<file path="config.mk">
export PLATFORM = sky130hd
export DESIGN_NAME = reg_arbiter
export DESIGN_NICKNAME = d
export VERILOG_FILES = /design/src/rtl/reg_arb_pkg.sv /design/src/rtl/reg_rr_select.sv /design/src/rtl/reg_arbiter.sv
export SDC_FILE = /design/constraint.sdc
export NUM_CORES = 1
export LEC_CHECK = 0
export CAP_MARGIN = 10
export CORE_AREA = 4 4 120 122
export DETAILED_ROUTE_END_ITERATION = 10
export DIE_AREA = 0 0 124 126
export SLEW_MARGIN = 40
export SYNTH_ARGS = -nofsm -noshare
export SYNTH_HDL_FRONTEND = slang
export SYNTH_SLANG_ARGS = --single-unit
</file>
<file path="constraint.sdc">
create_clock -name clk_i -period 2.07 [get_ports clk_i]
set_input_delay 0.414 -clock clk_i [delete_from_list [all_inputs] [get_ports clk_i]]
set_output_delay 0.414 -clock clk_i [all_outputs]
set_load 0.02 [all_outputs]
</file>
<file path="src/rtl/reg_arb_pkg.sv">
// rtl/reg_arb_pkg.sv - shared types and helpers for the register-bus round-robin arbiter
package reg_arb_pkg;

    typedef enum logic [1:0] {
        Idle  = 2'd0,
        Busy  = 2'd1,
        Drain = 2'd2
    } arb_state_e;

    typedef struct packed {
        logic        valid;
        logic        write;
        logic [31:0] addr;
        logic [31:0] wdata;
        logic [3:0]  wstrb;
    } reg_req_t;

    typedef struct packed {
        logic        ready;
        logic [31:0] rdata;
        logic        error;
    } reg_rsp_t;

    function automatic int idx_width(input int n);
        return (n > 1) ? $clog2(n) : 1;
    endfunction

endpackage

</file>
<file path="src/rtl/reg_rr_select.sv">
// rtl/reg_rr_select.sv - combinational first-valid search starting at rr_ptr with wrap-around
module reg_rr_select
    import reg_arb_pkg::*;
#(
    parameter int NumReq = 2,
    parameter int IdxW   = idx_width(NumReq)
) (
    input  logic [NumReq-1:0] valid,
    input  logic [IdxW-1:0]   rr_ptr,
    output logic              found,
    output logic [IdxW-1:0]   index
);

    logic [IdxW-1:0] pos;

    always_comb begin
        found = 1'b0;
        index = '0;
        pos   = '0;
        for (int i = 0; i < NumReq; i++) begin
            pos = IdxW'((int'(rr_ptr) + i) % NumReq);
            if (!found && valid[pos]) begin
                found = 1'b1;
                index = pos;
            end
        end
    end

endmodule

</file>
<file path="src/rtl/reg_arbiter.sv">
// rtl/reg_arbiter.sv - round-robin register-bus arbiter with transaction lock and optional timeout/drain
module reg_arbiter
    import reg_arb_pkg::*;
#(
    parameter int  NumReq        = 2,
    parameter int  TimeoutCycles = 0,
    parameter type req_t         = reg_req_t,
    parameter type rsp_t         = reg_rsp_t
) (
    input  logic clk_i,
    input  logic rst_ni,
    input  req_t req_i [NumReq],
    output rsp_t rsp_o [NumReq],
    output req_t req_o,
    input  rsp_t rsp_i,
    output logic timeout_o
);

    localparam int IdxW = idx_width(NumReq);
    localparam int CntW = (TimeoutCycles > 0) ? $clog2(TimeoutCycles + 1) : 1;
    localparam bit TimeoutEn = (TimeoutCycles != 0);
    localparam logic [CntW-1:0] CntLast = TimeoutEn ? CntW'(TimeoutCycles - 1) : '0;
    localparam logic [CntW-1:0] CntMax  = '1;
    localparam logic [IdxW-1:0] LastIdx = IdxW'(NumReq - 1);

    arb_state_e      state_q, state_d;
    logic [IdxW-1:0] rr_ptr_q, rr_ptr_d;
    logic [IdxW-1:0] win_q, win_d;
    logic [CntW-1:0] cnt_q, cnt_d;
    req_t            lat_q, lat_d;

    logic [NumReq-1:0] valid_vec;
    logic              sel_found;
    logic [IdxW-1:0]   sel_idx;

    function automatic logic [IdxW-1:0] next_idx(input logic [IdxW-1:0] i);
        return (i == LastIdx) ? '0 : i + 1'b1;
    endfunction

    always_comb begin
        valid_vec = '0;
        for (int i = 0; i < NumReq; i++) begin
            valid_vec[i] = req_i[i].valid;
        end
    end

    reg_rr_select #(
        .NumReq (NumReq),
        .IdxW   (IdxW)
    ) u_select (
        .valid  (valid_vec),
        .rr_ptr (rr_ptr_q),
        .found  (sel_found),
        .index  (sel_idx)
    );

    always_ff @(posedge clk_i or negedge rst_ni) begin
        if (!rst_ni) begin
            state_q  <= Idle;
            rr_ptr_q <= '0;
            win_q    <= '0;
            cnt_q    <= '0;
            lat_q    <= '0;
        end else begin
            state_q  <= state_d;
            rr_ptr_q <= rr_ptr_d;
            win_q    <= win_d;
            cnt_q    <= cnt_d;
            lat_q    <= lat_d;
        end
    end

    always_comb begin
        state_d   = state_q;
        rr_ptr_d  = rr_ptr_q;
        win_d     = win_q;
        cnt_d     = cnt_q;
        lat_d     = lat_q;
        req_o     = '0;
        timeout_o = 1'b0;
        for (int i = 0; i < NumReq; i++) begin
            rsp_o[i] = '0;
        end

        unique case (state_q)
            Idle: begin
                if (sel_found) begin
                    req_o          = req_i[sel_idx];
                    rsp_o[sel_idx] = rsp_i;
                    win_d          = sel_idx;
                    lat_d          = req_i[sel_idx];
                    cnt_d          = CntW'(1);
                    if (rsp_i.ready) begin
                        rr_ptr_d = next_idx(sel_idx);
                    end else begin
                        state_d = Busy;
                    end
                end
            end
            Busy: begin
                req_o        = req_i[win_q];
                rsp_o[win_q] = rsp_i;
                if (rsp_i.ready) begin
                    rr_ptr_d = next_idx(win_q);
                    state_d  = Idle;
                end else if (TimeoutEn && cnt_q == CntLast) begin
                    // Initiator is released with an error; the target keeps its request until it answers.
                    rsp_o[win_q]       = '0;
                    rsp_o[win_q].ready = 1'b1;
                    rsp_o[win_q].error = 1'b1;
                    timeout_o          = 1'b1;
                    rr_ptr_d           = next_idx(win_q);
                    state_d            = Drain;
                end else if (cnt_q != CntMax) begin
                    cnt_d = cnt_q + 1'b1;
                end
            end
            Drain: begin
                req_o       = lat_q;
                req_o.valid = 1'b1;
                if (rsp_i.ready) begin
                    state_d = Idle;
                end
            end
            default: begin
                state_d = Idle;
            end
        endcase

        if (!rst_ni) begin
            req_o     = '0;
            timeout_o = 1'b0;
            for (int i = 0; i < NumReq; i++) begin
                rsp_o[i] = '0;
            end
        end
    end

endmodule
</file>
* After elaboration in Yosys (flattened, before gate mapping)
Index checks and enable logic that the tools add are counted.
Storage, ports and cells: flip-flop bits (word level) 73, bits in latches 0, bits in writable memories 0, memory bits (read-only) 0, input bits 176, memories 0
Operators by class: $add $sub $neg 3, multiply operators 0, divide/modulo/power cells 0, $lt $le $gt $ge 6, eq/ne operators 7, shifts and indexed selects 0, mux-type cells 34, bitwise logic cells 4, reductions and logical operators 10
Operator list (count):
- 70-bit two-way mux | 8
- 70-bit one-hot mux with 3 select lines | 1
- 68-bit AND | 2
- 68-bit two-way mux | 2
- 68-bit one-hot mux with 2 select lines | 1
- 34-bit demux with 1-bit select | 2
- 34-bit two-way mux | 2
- 1-bit two-way mux | 13
- 2-bit != test, second input constant | 4
- 2-bit two-way mux | 3
- 2-bit >= comparator, second input constant | 2
- 1-bit by 2-bit less-than comparator with 1-bit output, second input constant | 2
- 2-bit by 1-bit less-than comparator with 1-bit output, second input constant | 2
- 1-bit inverter with 2-bit output | 2
- 2-bit one-hot mux with 2 select lines | 1
- 4-bit AND reduction | 1
- 1-bit adder, second input constant | 3
- 1-bit logical AND | 3
- 3-bit AND reduction | 1
- 2-bit by 1-bit == test with 1-bit output, second input constant | 1
- 2-bit == test, second input constant | 1
- 2-bit zero test | 1
- 2-bit by 1-bit != test with 1-bit output, second input constant | 1
- 1-bit one-hot mux with 2 select lines | 1
- 4 further kinds | 4

* Longest topological paths before layout
word-level depth 15, depth in mapped cells 5, mapped depth without buffers 3

* Cells and area by module
From an unflattened synthesis, not the netlist that was laid out.
Second synthesis, totals: cell total of the unflattened synthesis 225, area, all modules 1410.1 um^2
Modules (own cells, without submodules):
- reg_arbiter | instances 1, cells an instance 222, area each 1392.6 um^2, seq. area each 75.1 um^2
- reg_rr_select | instances 1, cells an instance 3, area each 17.5 um^2, seq. area each 0.0 um^2

* Worst setup path after synthesis
Ideal clock, no wire load.
kind input to output, start in req_i[139] in the netlist's numbering, end out req_o[34] in the netlist's numbering, arrival 1.494 ns, path slack 0.162 ns, stages on the path 5, cell sequence nor2b_1 -> o31a_1 -> buf_2 -> buf_6 -> o22ai_1
RTL lines:
- from (decl) | RTL line reg_arbiter.sv:12 | input req_t req_i [NumReq],
- to (decl) | RTL line reg_arbiter.sv:14 | output req_t req_o,

==> impl_metrics.py <==
metrics = {
    "detailed_routing": {
        "vias": 4158,
        "drc": 0,
        "wl_per_cell_um": 17.9,
        "vias_per_cell": 4.57,
        "ant_nets": 0,
        "totalWireLength_mm": 16.3,
        "dr.pass1.iters": 4,
        "drt_iter0_markers": 140,
    },
    "logic_synthesis": {
        "synth_area_per_cell_sq_um": 4.59,
        "yosysWarnings": 0,
        "synth_top_family_by_area": "simple AND/OR/NAND/NOR gates",
        "synth.distinct_cells": 18,
        "synth_compound_area_frac": 0.275,
        "post_synth_xor_area_fraction": 0,
        "synth_fp_nets": 551,
        "synth_cells": 375,
        "yosys_register_bits": 3,
        "synth.cell_area_sq_um": 1720,
        "synth-seq-area-share": 0.0436,
        "synthMuxAreaShare": 0,
        "synthSimpleGateAreaFrac": 0.552,
        "synth_fa_ha_area_frac": 0,
    },
    "sta": {
        "timing.final.ws_setup_ns": -0.160,
        "skew_ns": 0.0000969,
        "rsz0062_at_grt": "yes",
        "post-route-period-util": 1.08,
        "setup_viol_count_final": 85,
        "hold_violations": 0,
        "drv_slew": 0,
        "min_period_ns": 2.23,
        "timing.fmax_ghz": 0.448,
    },
    "cts": {
        "cts.sinks": 3,
        "clkLatencyLatePin_ns": 0.22,
        "cts.path.max_buffers": 2,
        "cts_buffers": 3,
        "cts_tree": "built",
        "clk_pin_slew_worst_paths_ns": 0.03,
        "cts-root-buf": "clkbuf_16",
        "ctsHtreeMaxLevel": 1,
    },
    "worst_setup_path": {
        "crit_chain": "o31a_2 -> buf_12 -> buf_16 -> buf_6 -> o22ai_2 -> buf_6",
        "cp_top_family": "buffers and inverters",
        "cp-end-kind": "primary output",
        "cpMaxStageDelayCell": "dfrtp_1",
        "cp-start-kind": "flop",
        "worst-setup-path-type": "reg -> out",
        "reg2reg_to": "win_q",
        "cp.arrival_ns": 1.82,
        "ff2ff_path_depth": 7,
        "max_stage_delay_ns": 0.40,
        "cp.required_ns": 1.66,
        "critPathMostFrequentCell": "buf_6",
        "reg2reg_slack_ns": 0.76,
        "crit_buf_inv": 4,
        "reg2reg_from": "state_q[0]",
        "cp_max_fo": 9,
    },
    "grt": {
        "grt_pass1_vias": 4345,
        "grt_pass1_wl_mm": 22.6,
        "grt_use_total": 0.182,
        "grt_max_degree": 46,
        "grt-ovfl-total": 0,
        "antenna_found_initial": 0,
    },
    "placed_design": {
        "portBuffers": 313,
        "place_area_sq_um": 5120,
        "dp.final_hpwl_mm": 9.77,
        "place_congestion": 0.806,
    },
    "run_status": {
        "outcome": "finished with violations",
        "failed_checks": "setup timing",
    },
    "final_layout": {
        "layout.cells.most_common": "nand2_1",
        "drive_gt1_frac": 0.443,
        "diodes": 0,
        "layout_common_cells": "176 x nand2_1, 172 x clkdlybuf4s50_1, 111 x buf_6",
        "multi_input_area_sq_um": 2400,
        "design_area_sq_um": 7070,
        "area_growth_pct": 311,
        "fillers": 1168,
        "nets": 911,
        "seqCellArea_sq_um": 75.1,
    },
    "power_and_ir_drop": {
        "power_mw": 3.22,
        "powerDensity_nw_per_um2": 455,
        "peakVddDrop_v": 0.000274,
        "power_leakage_nw": 2.92,
    },
    "hold_path": {
        "hold_class": "in -> async",
    },
    "job": {
        "cap_violations": 0,
    },
    "die": {
        "die_y_um": 126,
        "io-pin-count": 315,
        "fp-row-count": 42,
        "die-area_sq_um": 15600,
        "core_sq_um": 13200,
        "initial_core_util": 0.131,
        "die_x_um": 124,
    },
}
==> cells by family (layout without fill, tap and decap cells) <==
family / count (synthesis) / count (layout)
AO/OA/AOI/OAI: 76 / 76
buffers and inverters: 44 / 403
flip-flops: 3 / 3
other: 1 / 1
AND/OR/NAND/NOR: 251 / 251
==> synthesized netlist by cell type <==
library cell	n	area (sq um)
nand2_1	178	668
buf_2	9	45.0
nor3b_1	1	7.51
buf_6	3	33.8
nor2b_1	2	12.5
dfrtp_1	3	75.1
buf_4	5	37.5
o31ai_1	1	7.51
a31oi_1	1	6.26
conb_1	1	3.75
o31a_1	1	8.76
inv_2	1	3.75
nor2_1	70	263
clkbuf_1	25	93.8
inv_1	1	3.75
o22ai_1	69	432
o21ai_0	2	10.0
a21oi_1	2	10.0
==> sequential cells by signal (all words and copies together) (netlist names) <==
| name | count |
|---|---|
| state_q | 1 |
| win_q | 1 |
| rr_ptr_q | 1 |
==> power by group <==
part	total [mW]	switching [mW]	internal (mW)
registers	0.0774	0.00972	0.0677
clock network	0.304	0.0504	0.254
logic	2.84	1.32	1.52
==> metal layers <==
metal,routed length (um),up-vias,global-route usage,share of wire
met5,0,-,0,0
met4,410,0,0.0573,0.025
met3,1380,36,0.0435,0.084
met2,8870,228,0.356,0.54
met1,5670,1926,0.185,0.35
li1,-,1968,-,-
==> through the flow <==
step	util	std cells	worst slack (ns)	hold slack (ns)	TNS, ns
3_5_place_dp	0.388	844	-0.866	0.548	-100.09
3_3_place_gp	0.388	844	-0.854	0.537	-97.87
5_1_grt	0.536	910	-0.194	0.325	-10.01
4_1_cts	0.505	904	-0.262	0.321	-11.60
6_report	0.536	910	-0.160	0.302	-5.80
2_1_floorplan	-	375	0.162	0.118	0
==> worst reg2reg max path, cell delays in order (launching register included) <==
cell and delay [ns]:
dfrtp_1 0.40, buf_6 0.14, nand2_2 0.07, o31a_2 0.20
buf_6 0.13, buf_12 0.12, buf_12 0.10, nand2_1 0.04
==> how the worst max path moves through the flow <==
stage	start	slack, ns	cells after the start	to
detailed placement	req_i[69]	-0.87	6	req_o[0]
floorplan	req_i[139]	0.16	5	req_o[34]
finish	state_q[0]	-0.16	6	req_o[20]
CTS	req_i[139]	-0.26	10	req_o[8]
global placement	req_i[69]	-0.85	6	req_o[0]
global route	state_q[0]	-0.19	6	req_o[24]
==> what timing repair did <==
item | CTS | global route
gates resized for setup | 777 | 176
setup endpoints to repair | 138 | 137
hold buffers | 0 | 0
setup buffers | 41 | 14
cloned | 15 | 2
pin swaps | 8 | 25
==> cell type report <==
class / count / area share
clock buffers: 4 / 0.0111
inverters: 2 / 0.00142
multi-input cells: 328 / 0.340
flip-flops and latches: 3 / 0.0106
well taps: 176 / 0.0311
repair buffers: 397 / 0.606
(Power assumes the default switching activity.)
==> patch 1 (same settings) <==
`NumReq` is set to 2 in 2 places; all go to 1.
--- a/src/rtl/reg_rr_select.sv
+++ b/src/rtl/reg_rr_select.sv
@@ -3,5 +3,5 @@
     import reg_arb_pkg::*;
 #(
-    parameter int NumReq = 2,
+    parameter int NumReq = 1,
     parameter int IdxW   = idx_width(NumReq)
 ) (
--- a/src/rtl/reg_arbiter.sv
+++ b/src/rtl/reg_arbiter.sv
@@ -3,5 +3,5 @@
     import reg_arb_pkg::*;
 #(
-    parameter int  NumReq        = 2,
+    parameter int  NumReq        = 1,
     parameter int  TimeoutCycles = 0,
     parameter type req_t         = reg_req_t,
Ports: changed (resized req_i and rsp_o); port bits go from 315 to 211. The function was not compared with the original's and may differ.
==> patch 1 against the unedited design <==
Sequential share of layout area down 0.26 points; area after synthesis down 21%; setup slack better by 190 ps; wire length down 53%; sequential cell count down 2; critical path depth down 3; first-iteration DRC count down 59%; final area down 49%.
Power is not compared: it rests on default switching activity, and its combinational part moved more than twofold at a synthesized area within 25%.
==> patch 1: results (changes against the unedited design) <==
* Routability-driven placement congestion ratio at 0.768 (-4.7%)
* Met3 Use GR at 2.56% (-1.8 points)
* CP Capture Point: req_o[22]
* Reg2Reg Depth at 2 (-5)
* PortBufs at 209 (-33%)
* Post-Route WL at 7710 um (-53%)
* Crit Path Max Fanout at 1 (-8)
* Reg2Reg Setup Slack at 1050 ps (+290 ps)
* Detail Placement HPWL at 5970 um (-39%)
* Setup Buffers After CTS at 0 (-100%)
* Clk Latency, worst-skew pair at 0 ps (-220 ps)
* Syn nets at 250 (-55%)
* Most frequent cell after synthesis: o211a_1
* Synth area leaders: o211a_1 (76%), buf_6 (11%), buf_2 (5.9%)
* DR iter-0 viols at 58 (-59%)
* Crit path largest cell delay at 610 ps (+210 ps)
* Post-CTS sizing at 7 (-99%)
* Worst Setup SP: req_i[22]
* Post-Layout Cell Count at 503 (-45%)
* Most frequent CP cell: clkdlybuf4s50_1
* Drt first pass iters at 5 (+1)
* Fill count at 1376 (+18%)
* Total number of vias at 2107 (-49%)
* R2r endpoint: state_q[0]
* CTS clk-pin slew, worst paths at 0 ps (-30 ps)
* Routed wl met2 at 3970 um (-55%)
* WP data arrival at 1630 ps (-190 ps)
* Post-synthesis cell count at 144 (-62%)
* Slowest-stage cell, CP: clkdlybuf4s50_1
* Layout cells sized above 1 at 4.89% (-39 points)
* Register area share after synthesis at 1.84% (-2.5 points)
* Compound-gate portion of the synthesized area at 76.4% (+49 points)
* Grt met2 use at 16.4% (-19 points)
* Clk_skew at 0 ps (-0.0969 ps)
* DRT met1 WL at 2830 um (-50%)
* Total GRT Usage at 8.30% (-9.9 points)
* Biggest regs: state_q (1)
* Status: finished, final reports clean
* First-pass GRT wire length at 10800 um (-52%)
[patch 1: cell count changes after synthesis, sizes merged, moves of 2 or more]
| cell | delta |
|---|---|
| nand2 | -178 |
| o211a | +103 |
| nor2 | -70 |
| o22ai | -69 |
| clkbuf | -25 |
| buf | +20 |
| a21oi | -2 |
| dfrtp | -2 |
| inv | -2 |
| nor2b | -2 |
| o21ai | -2 |
[patch 1: metrics by stage]
stage	worst slack [ps]	TNS, ps	cell area, um2	hold slack, ps
final	29.2	0	3610	460
after global routing	-5.48	-5.48	3610	482
after CTS	1.72	0	3530	472
after detailed placement	-59.6	-120	3540	469
after global placement	-43.6	-44.3	3540	463
after floorplan	584	0	1360	118
[patch 1: layout make-up]
class	count	share of cell area (%)
multi-input cells	106	29.1
repair buffers	220	64.0
well taps	176	6.10
flip-flops and latches	1	0.797
==> patch 2 (same flow settings) <==
Without the edit above. Reset style: synchronous (`rst_ni`), changed in one clocked block.
--- a/src/rtl/reg_arbiter.sv
+++ b/src/rtl/reg_arbiter.sv
@@ -55,5 +55,5 @@
     );
 
-    always_ff @(posedge clk_i or negedge rst_ni) begin
+    always_ff @(posedge clk_i) begin
         if (!rst_ni) begin
             state_q  <= Idle;
Formal check against the unedited RTL: same outputs for any inputs over 4 cycles, from zero or initial values and one cycle with rst_ni low; that may be too few to reach the edited logic, so the function may still have changed.
==> patch 2 against the unedited design <==
The run still ends with negative setup slack left; count of clock-buffer cells in the layout did not move; final area decreased by 14%; global-route usage decreased by 1.1 points; wire length down 6.3%; first-iteration DRC count fell by 6.4%; area after synthesis rose by 1.5%; sequential cell count is the same; power fell by 32%; sequential share of layout area about the same; setup slack improved by 150 ps; critical path type unchanged; critical endpoint is now req_o[15]; largest cell class unchanged; largest power group unchanged.
==> patch 2: results (changes against the unedited design) <==
* Ys async rst share at 0% (-100 points)
* Syn nets at 551 (unchanged)
* Post-Route WL at 15300 um (-6.3%)
* Top FF cell, synth: dfxtp_1
* First-pass GRT wire length at 20900 um (-7.4%)
* Clk_skew at 3.15 ps (+3.06 ps)
* Total GRT Usage at 17.1% (-1.1 points)
* DR iter-0 viols at 131 (-6.4%)
* Commonest non-fill, non-tap cell in the layout: nand2_1
* Final WS setup at -9.45 ps (+151 ps)
* Nets at 891 (-2.2%)
* Clock Path Buffers at 2 (unchanged)
* Finish-stage setup viols at 2 (-98%)
* Drt first pass iters at 5 (+1)
* VDD IR max at 285 uV (+4.3%)
* Hold Crit Class: register to register
* Clk Latency, worst-skew pair at 220 ps (about the same)
* H-tree depth at 1 (unchanged)
* Largest net degree at the start of global routing at 25 (-46%)
* Crit Path Max Fanout at 6 (-3)
* Reg2Reg Depth at 6 (-1)
* Slowest-stage cell, CP: dfxtp_4
* CTS Buf Count at 3 (unchanged)
* Unique masters post-synth at 22 (+4)
* WP data arrival at 1670 ps (-150 ps)
* Register area share after synthesis at 3.44% (-0.92 points)
* Post-place instance area at 0.00528 mm2 (+3.1%)
* Crit path largest cell delay at 350 ps (-50 ps)
* DP Worst Slack at -701 ps (+165 ps)
* Fill count at 1334 (+14%)
* Layout cells sized above 1 at 35.0% (-9.3 points)
* Detail Placement HPWL at 9880 um (+1.2%)
* Leak pwr at 2.74 nW (-6.2%)
* Clock Root Buffer: clkbuf_16
* Initial antenna violation count at 0 (unchanged)
* Status: complete, but fails checks
* Synth area leaders: nand2_1 (37%), o22ai_1 (25%), nor2_1 (15%)
* Vias in the first global route at 3866 (-11%)
* Violated checks: negative setup slack
* Cell Pwr Density at 358 mW/mm2 (-21%)
* Routability-driven placement congestion ratio at 0.855 (+6.1%)
* Post-synth top cells: nand2_1 (174), nor2_1 (69), o22ai_1 (69)
* Total number of vias at 3950 (-5.0%)
==> patch 2: changes by cell type in the layout (fill, tap and decap cells not counted), moves of 5 or more <==
cell and change:
buf_6 -73, buf_2 +51, o22ai_1 +29, nor2_1 +25, nor2_4 -25, o22ai_4 -21, buf_4 +15, clkbuf_2 -12
o22ai_2 -8, buf_12 -5
==> patch 2: layer usage <==
metal	up-vias	share of wire [%]	global-route usage [%]
met4	0	2.0	3.74
met2	210	52	32.2
met3	24	8.5	3.68
met5	-	0	0
li1	1927	-	-
met1	1789	37	19.3
==> patch 2: power by group <==
part | internal [mW] | switching, mW | total (mW)
clock | 0.254 | 0.0493 | 0.303
sequential | 0.0628 | 0.00467 | 0.0675
combinational | 0.967 | 0.838 | 1.81
total | 1.28 | 0.892 | 2.18
==> patch 2: layout make-up <==
cell class / instances / share of cell area [%]
multi-input cells: 326 / 31.0
flip-flops and latches: 3 / 1.09
clock buffers: 4 / 1.30
repair buffers: 378 / 62.8
well taps: 176 / 3.63
inverters: 3 / 0.185
==> patch 2: path summary, 6_finish.rpt <==
path | to | startpoint | slack [ps]
setup / recovery | req_o[15] | state_q[0] | -9
setup reg to reg | rr_ptr_q | win_q | 690
hold / removal | rr_ptr_q | rr_ptr_q | 630
hold reg to reg | rr_ptr_q | rr_ptr_q | 630
==> patch 2: cell families after synthesis <==
family,count (synthesis),synth area share (%)
buffers and inverters,46,13.1
AO/OA/AOI/OAI,76,28.6
other,1,0.215
flip-flops,3,3.44
AND/OR/NAND/NOR,248,54.1
multiplexers,1,0.573
==> patch 2: through the flow <==
stage,setup TNS [ps],power [mW],instances
3_5_place_dp,-79500,1.45,854
3_3_place_gp,-79870,1.44,854
4_1_cts,-0.495,2.04,885
5_1_grt,-1800,2.29,890
6_report,-15.2,2.18,890
2_1_floorplan,0,0.652,375
==> patch 2: repair_timing <==
| item | 4_1_cts | 5_1_grt |
|---|---|---|
| endpoints found under the hold margin | 0 | 0 |
| pin swaps | 5 | 21 |
| buffers inserted | 12 | 5 |
| gates resized for setup | 611 | 120 |
| gates cloned | 15 | 4 |
| endpoints found under the setup margin | 138 | 134 |
==> patch 2: tightest hold or removal path, cell delays in order (launching register included) <==
cell and delay [ps]:
dfxtp_2 330, buf_4 100, o221a_1 150
